## config.mk

```make
export PLATFORM = sky130hd
export DESIGN_NAME = cmp_issue_station_flat
export DESIGN_NICKNAME = d
export VERILOG_FILES = /design/src/rtl/cmp_issue_station_if.sv /design/src/rtl/cmp_issue_station.sv /design/src/flat_wrapper.sv
export SDC_FILE = /design/constraint.sdc
export NUM_CORES = 2
export LEC_CHECK = 0
export ABC_AREA = 1
export ABC_CLOCK_PERIOD_IN_PS = 3600
export CAP_MARGIN = 15
export CORE_ASPECT_RATIO = 1.75
export CORE_MARGIN = 3
export CORE_UTILIZATION = 49
export DETAILED_ROUTE_END_ITERATION = 8
export PLACE_DENSITY = 0.74
export SLEW_MARGIN = 10
export SYNTH_ARGS = -nofsm -noshare
export SYNTH_HDL_FRONTEND = slang
export SYNTH_SLANG_ARGS = --single-unit
```

## constraint.sdc

```tcl
create_clock -name clk -period 3.6 [get_ports clk]
set_clock_uncertainty 0.1 [all_clocks]
set_input_delay 0.72 -clock clk [delete_from_list [all_inputs] [get_ports clk]]
set_output_delay 0.72 -clock clk [all_outputs]
set_load 0.005 [all_outputs]
```

## src/rtl/cmp_issue_station_if.sv

```systemverilog
// Dispatch, CDB and comparator-port bundle for cmp_issue_station.
// The slave modport is the station; the master modport is its environment.
interface cmp_issue_station_if #(parameter int TAG_W = 4);
  logic             disp_valid;
  logic             disp_ready;
  logic [3:0]       disp_control;
  logic [63:0]      disp_a;
  logic [63:0]      disp_b;
  logic             disp_a_rdy;
  logic             disp_b_rdy;
  logic [TAG_W-1:0] disp_a_tag;
  logic [TAG_W-1:0] disp_b_tag;
  logic [TAG_W-1:0] disp_dest_tag;
  logic             cdb_valid;
  logic [TAG_W-1:0] cdb_tag;
  logic [63:0]      cdb_data;
  logic [3:0]       fu_control;
  logic [63:0]      fu_a;
  logic [63:0]      fu_b;
  logic [TAG_W-1:0] fu_dest_tag;
  logic             fu_enable;
  logic             fu_busy;

  modport master (
    output disp_valid, disp_control, disp_a, disp_b, disp_a_rdy, disp_b_rdy,
           disp_a_tag, disp_b_tag, disp_dest_tag, cdb_valid, cdb_tag, cdb_data, fu_busy,
    input  disp_ready, fu_control, fu_a, fu_b, fu_dest_tag, fu_enable
  );

  modport slave (
    input  disp_valid, disp_control, disp_a, disp_b, disp_a_rdy, disp_b_rdy,
           disp_a_tag, disp_b_tag, disp_dest_tag, cdb_valid, cdb_tag, cdb_data, fu_busy,
    output disp_ready, fu_control, fu_a, fu_b, fu_dest_tag, fu_enable
  );
endinterface

```

## src/rtl/cmp_issue_station.sv

```systemverilog
// Reservation station in front of the comparator: holds micro-ops until both operands arrive, issues one per cycle.
// Optional macro CMP_RS_AGE_SELECT_EN selects the oldest eligible entry; default selects the lowest index.
module cmp_issue_station #(
  parameter int DEPTH = 4,
  parameter int TAG_W = 4
) (
  input  logic                   clk,
  input  logic                   rst_n,
  input  logic                   flush,
  cmp_issue_station_if.slave     bus,
  output logic [$clog2(DEPTH):0] count
);
  localparam int IDX_W = $clog2(DEPTH);
  localparam int CNT_W = IDX_W + 1;

  logic             valid_q [DEPTH];
  logic             valid_d [DEPTH];
  logic [3:0]       ctrl_q  [DEPTH];
  logic [3:0]       ctrl_d  [DEPTH];
  logic [63:0]      a_q     [DEPTH];
  logic [63:0]      a_d     [DEPTH];
  logic [63:0]      b_q     [DEPTH];
  logic [63:0]      b_d     [DEPTH];
  logic             a_rdy_q [DEPTH];
  logic             a_rdy_d [DEPTH];
  logic             b_rdy_q [DEPTH];
  logic             b_rdy_d [DEPTH];
  logic [TAG_W-1:0] a_tag_q [DEPTH];
  logic [TAG_W-1:0] a_tag_d [DEPTH];
  logic [TAG_W-1:0] b_tag_q [DEPTH];
  logic [TAG_W-1:0] b_tag_d [DEPTH];
  logic [TAG_W-1:0] dest_q  [DEPTH];
  logic [TAG_W-1:0] dest_d  [DEPTH];
`ifdef CMP_RS_AGE_SELECT_EN
  // Age is the rank among valid entries: 0 is the oldest.
  logic [IDX_W-1:0] age_q   [DEPTH];
  logic [IDX_W-1:0] age_d   [DEPTH];
  logic [IDX_W-1:0] best_age;
  logic [CNT_W-1:0] age_base;
`endif

  logic [CNT_W-1:0] count_q, count_d;
  logic [3:0]       fu_control_q, fu_control_d;
  logic [63:0]      fu_a_q, fu_a_d;
  logic [63:0]      fu_b_q, fu_b_d;
  logic [TAG_W-1:0] fu_dest_tag_q, fu_dest_tag_d;
  logic             fu_enable_q, fu_enable_d;

  logic             sel_found, free_found, accept, issue;
  logic [IDX_W-1:0] sel_idx, free_idx;
  logic             da_hit, db_hit;

  assign bus.disp_ready  = (count_q < CNT_W'(DEPTH));
  assign bus.fu_control  = fu_control_q;
  assign bus.fu_a        = fu_a_q;
  assign bus.fu_b        = fu_b_q;
  assign bus.fu_dest_tag = fu_dest_tag_q;
  assign bus.fu_enable   = fu_enable_q;
  assign count           = count_q;

  always_comb begin
    sel_found = 1'b0;
    sel_idx   = '0;
`ifdef CMP_RS_AGE_SELECT_EN
    best_age  = '0;
    for (int i = 0; i < DEPTH; i++) begin
      if (valid_q[i] && a_rdy_q[i] && b_rdy_q[i] && (!sel_found || age_q[i] < best_age)) begin
        sel_found = 1'b1;
        sel_idx   = IDX_W'(i);
        best_age  = age_q[i];
      end
    end
`else
    for (int i = DEPTH - 1; i >= 0; i--) begin
      if (valid_q[i] && a_rdy_q[i] && b_rdy_q[i]) begin
        sel_found = 1'b1;
        sel_idx   = IDX_W'(i);
      end
    end
`endif
    free_found = 1'b0;
    free_idx   = '0;
    for (int i = DEPTH - 1; i >= 0; i--) begin
      if (!valid_q[i]) begin
        free_found = 1'b1;
        free_idx   = IDX_W'(i);
      end
    end
  end

  always_comb begin
    accept = bus.disp_valid & bus.disp_ready & free_found & ~flush;
    issue  = sel_found & ~bus.fu_busy & ~flush;
    // A broadcast in the dispatch cycle must not be missed by the incoming op.
    da_hit = bus.cdb_valid & ~bus.disp_a_rdy & (bus.disp_a_tag == bus.cdb_tag);
    db_hit = bus.cdb_valid & ~bus.disp_b_rdy & (bus.disp_b_tag == bus.cdb_tag);
`ifdef CMP_RS_AGE_SELECT_EN
    age_base = count_q - CNT_W'(issue);
`endif
    for (int i = 0; i < DEPTH; i++) begin
      valid_d[i] = valid_q[i];
      ctrl_d[i]  = ctrl_q[i];
      a_d[i]     = a_q[i];
      b_d[i]     = b_q[i];
      a_rdy_d[i] = a_rdy_q[i];
      b_rdy_d[i] = b_rdy_q[i];
      a_tag_d[i] = a_tag_q[i];
      b_tag_d[i] = b_tag_q[i];
      dest_d[i]  = dest_q[i];
`ifdef CMP_RS_AGE_SELECT_EN
      age_d[i]   = age_q[i];
      if (issue && valid_q[i] && age_q[i] > age_q[sel_idx])
        age_d[i] = age_q[i] - IDX_W'(1);
`endif
      if (bus.cdb_valid && valid_q[i]) begin
        if (!a_rdy_q[i] && a_tag_q[i] == bus.cdb_tag) begin
          a_d[i]     = bus.cdb_data;
          a_rdy_d[i] = 1'b1;
        end
        if (!b_rdy_q[i] && b_tag_q[i] == bus.cdb_tag) begin
          b_d[i]     = bus.cdb_data;
          b_rdy_d[i] = 1'b1;
        end
      end
      if (issue && sel_idx == IDX_W'(i))
        valid_d[i] = 1'b0;
      if (accept && free_idx == IDX_W'(i)) begin
        valid_d[i] = 1'b1;
        ctrl_d[i]  = bus.disp_control;
        a_d[i]     = da_hit ? bus.cdb_data : bus.disp_a;
        b_d[i]     = db_hit ? bus.cdb_data : bus.disp_b;
        a_rdy_d[i] = bus.disp_a_rdy | da_hit;
        b_rdy_d[i] = bus.disp_b_rdy | db_hit;
        a_tag_d[i] = bus.disp_a_tag;
        b_tag_d[i] = bus.disp_b_tag;
        dest_d[i]  = bus.disp_dest_tag;
`ifdef CMP_RS_AGE_SELECT_EN
        age_d[i]   = age_base[IDX_W-1:0];
`endif
      end
      if (flush)
        valid_d[i] = 1'b0;
    end
    count_d = flush ? '0 : (count_q + CNT_W'(accept) - CNT_W'(issue));

    fu_enable_d   = issue;
    fu_control_d  = fu_control_q;
    fu_a_d        = fu_a_q;
    fu_b_d        = fu_b_q;
    fu_dest_tag_d = fu_dest_tag_q;
    if (issue) begin
      fu_control_d  = ctrl_q[sel_idx];
      fu_a_d        = a_q[sel_idx];
      fu_b_d        = b_q[sel_idx];
      fu_dest_tag_d = dest_q[sel_idx];
    end
  end

  always_ff @(posedge clk or negedge rst_n) begin
    if (!rst_n) begin
      for (int i = 0; i < DEPTH; i++) begin
        valid_q[i] <= 1'b0;
        ctrl_q[i]  <= '0;
        a_q[i]     <= '0;
        b_q[i]     <= '0;
        a_rdy_q[i] <= 1'b0;
        b_rdy_q[i] <= 1'b0;
        a_tag_q[i] <= '0;
        b_tag_q[i] <= '0;
        dest_q[i]  <= '0;
`ifdef CMP_RS_AGE_SELECT_EN
        age_q[i]   <= '0;
`endif
      end
      count_q       <= '0;
      fu_control_q  <= '0;
      fu_a_q        <= '0;
      fu_b_q        <= '0;
      fu_dest_tag_q <= '0;
      fu_enable_q   <= 1'b0;
    end else begin
      valid_q       <= valid_d;
      ctrl_q        <= ctrl_d;
      a_q           <= a_d;
      b_q           <= b_d;
      a_rdy_q       <= a_rdy_d;
      b_rdy_q       <= b_rdy_d;
      a_tag_q       <= a_tag_d;
      b_tag_q       <= b_tag_d;
      dest_q        <= dest_d;
`ifdef CMP_RS_AGE_SELECT_EN
      age_q         <= age_d;
`endif
      count_q       <= count_d;
      fu_control_q  <= fu_control_d;
      fu_a_q        <= fu_a_d;
      fu_b_q        <= fu_b_d;
      fu_dest_tag_q <= fu_dest_tag_d;
      fu_enable_q   <= fu_enable_d;
    end
  end
endmodule

```

## src/flat_wrapper.sv

```systemverilog
// flat-port wrapper written by rule: the top's interface ports become plain ports
module cmp_issue_station_flat 
#(
  parameter int DEPTH = 4,
  parameter int TAG_W = 4
)
  (clk, rst_n, flush, count, bus_disp_valid, bus_disp_control, bus_disp_a, bus_disp_b, bus_disp_a_rdy, bus_disp_b_rdy, bus_disp_a_tag, bus_disp_b_tag, bus_disp_dest_tag, bus_cdb_valid, bus_cdb_tag, bus_cdb_data, bus_fu_busy, bus_disp_ready, bus_fu_control, bus_fu_a, bus_fu_b, bus_fu_dest_tag, bus_fu_enable);
  cmp_issue_station_if #(.TAG_W(TAG_W)) bus_i ();
  input  logic clk;
  input  logic rst_n;
  input  logic flush;
  output logic [$clog2(DEPTH):0] count;
  input wire logic [$bits(bus_i.disp_valid)-1:0] bus_disp_valid;
  input wire logic [$bits(bus_i.disp_control)-1:0] bus_disp_control;
  input wire logic [$bits(bus_i.disp_a)-1:0] bus_disp_a;
  input wire logic [$bits(bus_i.disp_b)-1:0] bus_disp_b;
  input wire logic [$bits(bus_i.disp_a_rdy)-1:0] bus_disp_a_rdy;
  input wire logic [$bits(bus_i.disp_b_rdy)-1:0] bus_disp_b_rdy;
  input wire logic [$bits(bus_i.disp_a_tag)-1:0] bus_disp_a_tag;
  input wire logic [$bits(bus_i.disp_b_tag)-1:0] bus_disp_b_tag;
  input wire logic [$bits(bus_i.disp_dest_tag)-1:0] bus_disp_dest_tag;
  input wire logic [$bits(bus_i.cdb_valid)-1:0] bus_cdb_valid;
  input wire logic [$bits(bus_i.cdb_tag)-1:0] bus_cdb_tag;
  input wire logic [$bits(bus_i.cdb_data)-1:0] bus_cdb_data;
  input wire logic [$bits(bus_i.fu_busy)-1:0] bus_fu_busy;
  output wire logic [$bits(bus_i.disp_ready)-1:0] bus_disp_ready;
  output wire logic [$bits(bus_i.fu_control)-1:0] bus_fu_control;
  output wire logic [$bits(bus_i.fu_a)-1:0] bus_fu_a;
  output wire logic [$bits(bus_i.fu_b)-1:0] bus_fu_b;
  output wire logic [$bits(bus_i.fu_dest_tag)-1:0] bus_fu_dest_tag;
  output wire logic [$bits(bus_i.fu_enable)-1:0] bus_fu_enable;
  assign bus_i.disp_valid = bus_disp_valid;
  assign bus_i.disp_control = bus_disp_control;
  assign bus_i.disp_a = bus_disp_a;
  assign bus_i.disp_b = bus_disp_b;
  assign bus_i.disp_a_rdy = bus_disp_a_rdy;
  assign bus_i.disp_b_rdy = bus_disp_b_rdy;
  assign bus_i.disp_a_tag = bus_disp_a_tag;
  assign bus_i.disp_b_tag = bus_disp_b_tag;
  assign bus_i.disp_dest_tag = bus_disp_dest_tag;
  assign bus_i.cdb_valid = bus_cdb_valid;
  assign bus_i.cdb_tag = bus_cdb_tag;
  assign bus_i.cdb_data = bus_cdb_data;
  assign bus_i.fu_busy = bus_fu_busy;
  assign bus_disp_ready = bus_i.disp_ready;
  assign bus_fu_control = bus_i.fu_control;
  assign bus_fu_a = bus_i.fu_a;
  assign bus_fu_b = bus_i.fu_b;
  assign bus_fu_dest_tag = bus_i.fu_dest_tag;
  assign bus_fu_enable = bus_i.fu_enable;
  cmp_issue_station #(.DEPTH(DEPTH), .TAG_W(TAG_W)) u_core (.clk(clk), .rst_n(rst_n), .flush(flush), .bus(bus_i), .count(count));
endmodule
```

# --- After elaboration in Yosys (flattened, before gate mapping) ---
# Index checks and enable logic that the tools add are counted.
classes:
  add_sub_neg: 2
  n_mul: 0
  n_div: 0
  order_cmp: 2
  eq_ne: 16
  n_shift: 0
  muxes: 91
  bitwise_logic: 16
  reduce_logical: 62
ops:
  columns: ["op", "count"]
  rows:
  - ["64-bit two-way mux", 30]
  - ["64-bit binary-select mux with 2-bit select", 2]
  - ["1-bit two-way mux", 44]
  - ["4-bit equality test", 10]
  - ["1-bit logical AND", 28]
  - ["2-bit nonzero test", 12]
  - ["4-bit binary-select mux with 2-bit select", 2]
  - ["2-bit two-way mux", 8]
  - ["4-bit two-way mux", 4]
  - ["2-bit AND reduction", 8]
  - ["3-bit nonzero test", 4]
  - ["1-bit bitwise AND", 9]
  - ["2-bit equality test, second input constant", 4]
  - ["1-bit logical NOT", 8]
  - ["2-bit by 1-bit equality test with 1-bit output, second input constant", 2]
  - ["2-bit logical NOT", 2]
  - ["1-bit NOT", 4]
  - ["3-bit by 1-bit adder with 3-bit output", 1]
  - ["3-bit greater-or-equal comparator, second input constant", 1]
  - ["3-bit less-than comparator, second input constant", 1]
  - ["3-bit two-way mux", 1]
  - ["2-bit NOT with 3-bit output", 1]
  - ["3-bit by 1-bit subtractor with 3-bit output", 1]
  - ["1-bit bitwise OR", 2]
totals:
  reg_bits: 728
  latch_bits: 0
  ram_bits: 0
  romBits: 0
  inputBits: 220
  output_inout_bits: 141
  word_cells: 231
  mem_count: 0

# --- Longest topological paths before layout ---
logic_depth:
  depth_word: 12
  depth_mapped: 14
  mapped_depth_nobuf: 11

# --- Worst setup path after synthesis ---
# Ideal clock, no wire load.
synth_path:
  kind: "input port to flip-flop"
  start: "in flush"
  end: "reg u_core.count_q[2] (netlist: u_core.count[2])"
  setup_ns: 0.123
  arrival_ns: 2.560
  t_required_ns: 3.377
  slack_ns: 0.818
  stages: 11
  n_path_buf: 3
  path_cell_list: "clkbuf_2 nor3_4 buf_2 buf_2 ha_1 inv_1 ha_1 inv_1 fa_1 xor2_1 nor2_1"
synth_via:
  elab_cells_between_ends: 6
  classes_between: "add/sub (2); mux (1); bitwise (3)"
synth_lines:
  columns: ["element", "line", "text"]
  rows:
  - ["from (decl)", "flat_wrapper.sv:11", "input logic flush;"]
  - ["1-bit NOT", "cmp_issue_station.sv:93", "issue = sel_found & ~bus.fu_busy & ~flush;"]
  - ["1-bit bitwise AND", "cmp_issue_station.sv:93", null]
  - ["net u_core.fu_enable_d", "cmp_issue_station.sv:47", "logic fu_enable_q, fu_enable_d;"]
  - ["3-bit by 1-bit subtractor with 3-bit output", "cmp_issue_station.sv:144", "count_d = flush ? '0 : (count_q + CNT_W'(accept) - CNT_W'(issue));"]
  - ["3-bit two-way mux", "cmp_issue_station.sv:144", null]
  - ["net u_core.count_d[2]", "cmp_issue_station.sv:42", "logic [CNT_W-1:0] count_q, count_d;"]
  - ["to (signal assigned)", "cmp_issue_station.sv:194", "count_q <= count_d;"]
  - ["to (decl)", "cmp_issue_station.sv:42", null]
# The timed path passes the listed nets, and every way through them passes these cells.
# A chain may end at the register's enable or synchronous reset.

# --- Final worst setup path ---
layout_path:
  start: "reg u_core.valid_q[2] (netlist bit)"
  end: "reg u_core.fu_a_q[32] (netlist: u_core.bus.fu_a[32])"
layout_via:
  elab_chain_cells: 8
  elab_cells_between_ends: 12
  classes_between: "mux (7); bitwise (3); reduce/logical (2)"
layout_rtl:
  columns: ["element", "line", "text"]
  rows:
  - ["from (decl)", "cmp_issue_station.sv:16", "logic valid_q [DEPTH];"]
  - ["from (signal assigned)", "cmp_issue_station.sv:182", "valid_q <= valid_d;"]
  - ["1-bit logical AND (*) (2 in series)", "cmp_issue_station.sv:75", "if (valid_q[i] && a_rdy_q[i] && b_rdy_q[i]) begin"]
  - ["2-bit two-way mux (2 in series)", "cmp_issue_station.sv:75", null]
  - ["2-bit NOT with 3-bit output (not written as such)", "cmp_issue_station.sv:153", "fu_a_d = a_q[sel_idx];"]
  - ["64-bit binary-select mux with 2-bit select", "cmp_issue_station.sv:153", null]
  - ["64-bit two-way mux (not written as such) (2 in series)", "cmp_issue_station.sv:153", null]
  - ["to (signal assigned)", "cmp_issue_station.sv:196", "fu_a_q <= fu_a_d;"]
  - ["to (decl)", "cmp_issue_station.sv:44", "logic [63:0] fu_a_q, fu_a_d;"]
# Every way passes the cells marked *; elsewhere a longest branch is shown, timed or not. The select of a mux whose other input is x is not followed.

==> run metrics <==
status finished clean; post-layout util 0.590; pwr dens 628 nW/um^2; antenna viol nets, final 0; gp weighted congestion 0.937; post-cts resize count 0; Least-Margin Pin Slew 1.22 ns; Starting Density 0.495; Peak VDD IR 0.486 mV; Max Slew Vio Count 0; antenna violations before repair 5; vias in the first global route 49.0k; startpoint types register; Area Overhead vs Synth 19.3%; max_cap viols 0; Yosys reg bits 728; r2r setup slk 0.61 ns; R2R Path End u_core.bus.fu_a[32]; worst-skew pair later-pin latency 0.70 ns; Period Utilization, post-route 0.830; FP Rows 145; DR vias 50.3k; Critical Path RT 4.03 ns; worst setup path end u_core.bus.fu_a[32]; setup TNS 0 ns; Synth Instances 6743; DR DRC count 0; type of the tightest min-delay check reg2reg; Clock Sinks 728; r2r startpoint u_core.valid_q[2]; headroom to the max-slew limit 0.186; first-pass GRT wire length 293000 um; kind of critical path reg2reg; largest net degree at the start of global routing 137; most frequent cells in the layout nand3_1 (1961), nand2_1 (1823), inv_1 (1007); IO buf count 360; Die ar. 93900 um^2; crit-path max FO 26; register area share after synthesis 0.413; IO Pins 361; Max Freq 0.335 GHz; Iteration-0 DRC Markers 7659; leading cell type in the layout, fill and taps excluded nand3_1; WL met3 28500 um; YS warnings 0; post-DP HPWL 115000 um; syn_nets 6966; CTS Root Cell clkbuf_16; Worst Reg-to-Reg Cells 9; minimum clock period 2.99 ns; Yosys cell types 28; CTS tree yes; static leakage 28.5 nW; Reg area 18200 um^2; height of the chip 403 um; mapped cell area 44100 um^2; fraction of layout cells with a size suffix above 1 0.0499; Most Frequent Cell on Critical Path nor2_1; DRT Pass-1 Iters 9; multi-input logic area 20400 um^2; clk buf depth 3; stages on the worst setup path 9; H-tree depth 3; CP peak stage delay 0.50 ns; RSZ-0062 raised after global routing no; gr usage total 0.411; wl on met1 64500 um; WL/cell 24.2 um; critical path cell sequence nand3_1 > nand2_2 > nor2_1 > nor3_4 > buf_4 > buf_4 > nand2_1 > nor2_1 > nor2_1; Top delay family on crit path simple AND/OR/NAND/NOR gates; setup violators final 0; critical path launch point u_core.valid_q[2]; CTS clk-pin slew, worst paths 0.06 ns; Core ar. 89300 um^2; Die X 233 um; fin nets 7095; Layout Cells excl Fill 8109; DR WL met2 82700 um; top routing layer used met4; Mapped Avg Cell Area 6.55 um^2; total CTS buffers 74; Crit-path slowest cell dfrtp_1; worst path bufs/invs 2; post-CTS setup buffer count 0; via/cell ratio 6.20; Fin. Hold Viols 0; Fillers 8547; total wire length 196000 um; CP arrival 3.42 ns; # placed instances 7971; Remaining Overflow, GRT 0; crit end category register
layer usage:
metal,GRT usage,vias up
li1,-,21600
met4,0.345,0
met1,0.491,22900
met5,0,-
met2,0.608,4380
met3,0.118,1337
Yosys cell counts:
| library cell | number | area share |
|---|---|---|
| o22ai_1 | 2 | 0.00028 |
| nand3_1 | 1971 | 0.22 |
| buf_2 | 139 | 0.016 |
| xnor2_1 | 6 | 0.0012 |
| nand2_1 | 1831 | 0.16 |
| a21oi_1 | 4 | 0.00045 |
| inv_2 | 6 | 0.00051 |
| nor2_1 | 407 | 0.035 |
| o21ai_0 | 87 | 0.0099 |
| nand2_2 | 1 | 0.00014 |
| inv_1 | 1011 | 0.086 |
| o31ai_1 | 1 | 0.00017 |
| clkinv_1 | 1 | 0.000085 |
| nor3_1 | 6 | 0.00068 |
| nor2_2 | 2 | 0.00028 |
| clkbuf_1 | 241 | 0.020 |
| nor3_2 | 2 | 0.00045 |
| fa_1 | 1 | 0.00045 |
| buf_1 | 104 | 0.0088 |
| nor3_4 | 1 | 0.00037 |
| nand3b_1 | 2 | 0.00034 |
| dfrtp_1 | 728 | 0.41 |
| ha_1 | 2 | 0.00057 |
| clkbuf_2 | 2 | 0.00023 |
| o211ai_1 | 1 | 0.00017 |
| or2_2 | 1 | 0.00014 |
| xor2_1 | 2 | 0.00040 |
| nand4_1 | 181 | 0.026 |
worst reg2reg max path, stage by stage, from the launching register on:
cell,delay (ns)
dfrtp_1,0.50
nand3_1,0.31
nand2_2,0.26
nor2_1,0.11
nor3_4,0.19
buf_4,0.24
buf_4,0.43
nand2_1,0.14
nor2_1,0.44
nor2_1,0.09
flip-flops by register name, indices dropped and copies added (netlist names):
name and cells:
u_core.a_q 256, u_core.b_q 256, u_core.bus.fu_a 64, u_core.bus.fu_b 64, u_core.a_tag_q 16, u_core.b_tag_q 16, u_core.ctrl_q 16, u_core.dest_q 16
u_core.a_rdy_q 4, u_core.b_rdy_q 4, u_core.bus.fu_control 4, u_core.bus.fu_dest_tag 4, u_core.valid_q 4, u_core.count 3, u_core.bus.fu_enable 1
how the worst min path moves through the flow:
stage	startpoint	to	slack [ns]	cells after the start
after floorplan	rst_n	u_core.a_q[0]	0.32	0
after global placement	u_core.dest_q[14]	u_core.dest_q[14]	0.37	2
after detailed placement	u_core.b_tag_q[2]	u_core.b_tag_q[2]	0.37	2
after CTS	u_core.dest_q[9]	u_core.dest_q[9]	0.39	2
after global routing	u_core.b_tag_q[2]	u_core.b_tag_q[2]	0.41	2
final	u_core.dest_q[5]	u_core.dest_q[5]	0.39	2
report_power, final:
group	internal [mW]	leakage, nW	switching [mW]
Sequential	11.2	9.23	1.89
Clock	4.73	1.24	3.61
Combinational	4.73	18.0	6.92
cells by family (layout without fill, tap and decap cells):
group | after synthesis | count (layout) | share of synthesized area
compound gates | 95 | 95 | 0.0109
xor+xnor | 8 | 8 | 0.00159
fa+ha+maj | 3 | 3 | 0.00102
buf+inv | 1504 | 1690 | 0.132
flops | 728 | 728 | 0.413
other cells | 0 | 4 | 0
simple gates | 4405 | 4405 | 0.442
stage by stage:
step                      hold WS [ns]  instance area, um^2  power (mW)  setup WS (ns)
final                            0.386                52600        33.1          0.614
after global routing             0.412                52600        34.8          0.550
after CTS                        0.389                52600        32.7          0.735
after detailed placement         0.374                50100        24.4          0.234
after global placement           0.367                50100        24.1          0.317
after floorplan                  0.324                44100        19.2          0.818
what timing repair did:
item,4_1_cts,5_1_grt
hold endpoints to repair,46,0
hold buffers,1,0
endpoints found under the setup margin,0,0
layout make-up:
class | instances | area share
diodes | 4 | 0.000190
clock buffers | 106 | 0.0407
clock inverters | 27 | 0.00718
inverters | 1018 | 0.0732
multi-input cells | 4511 | 0.388
flip-flops and latches | 728 | 0.346
well taps | 1176 | 0.0280
repair buffers | 539 | 0.117
Power figures use the tool's default switching activity.
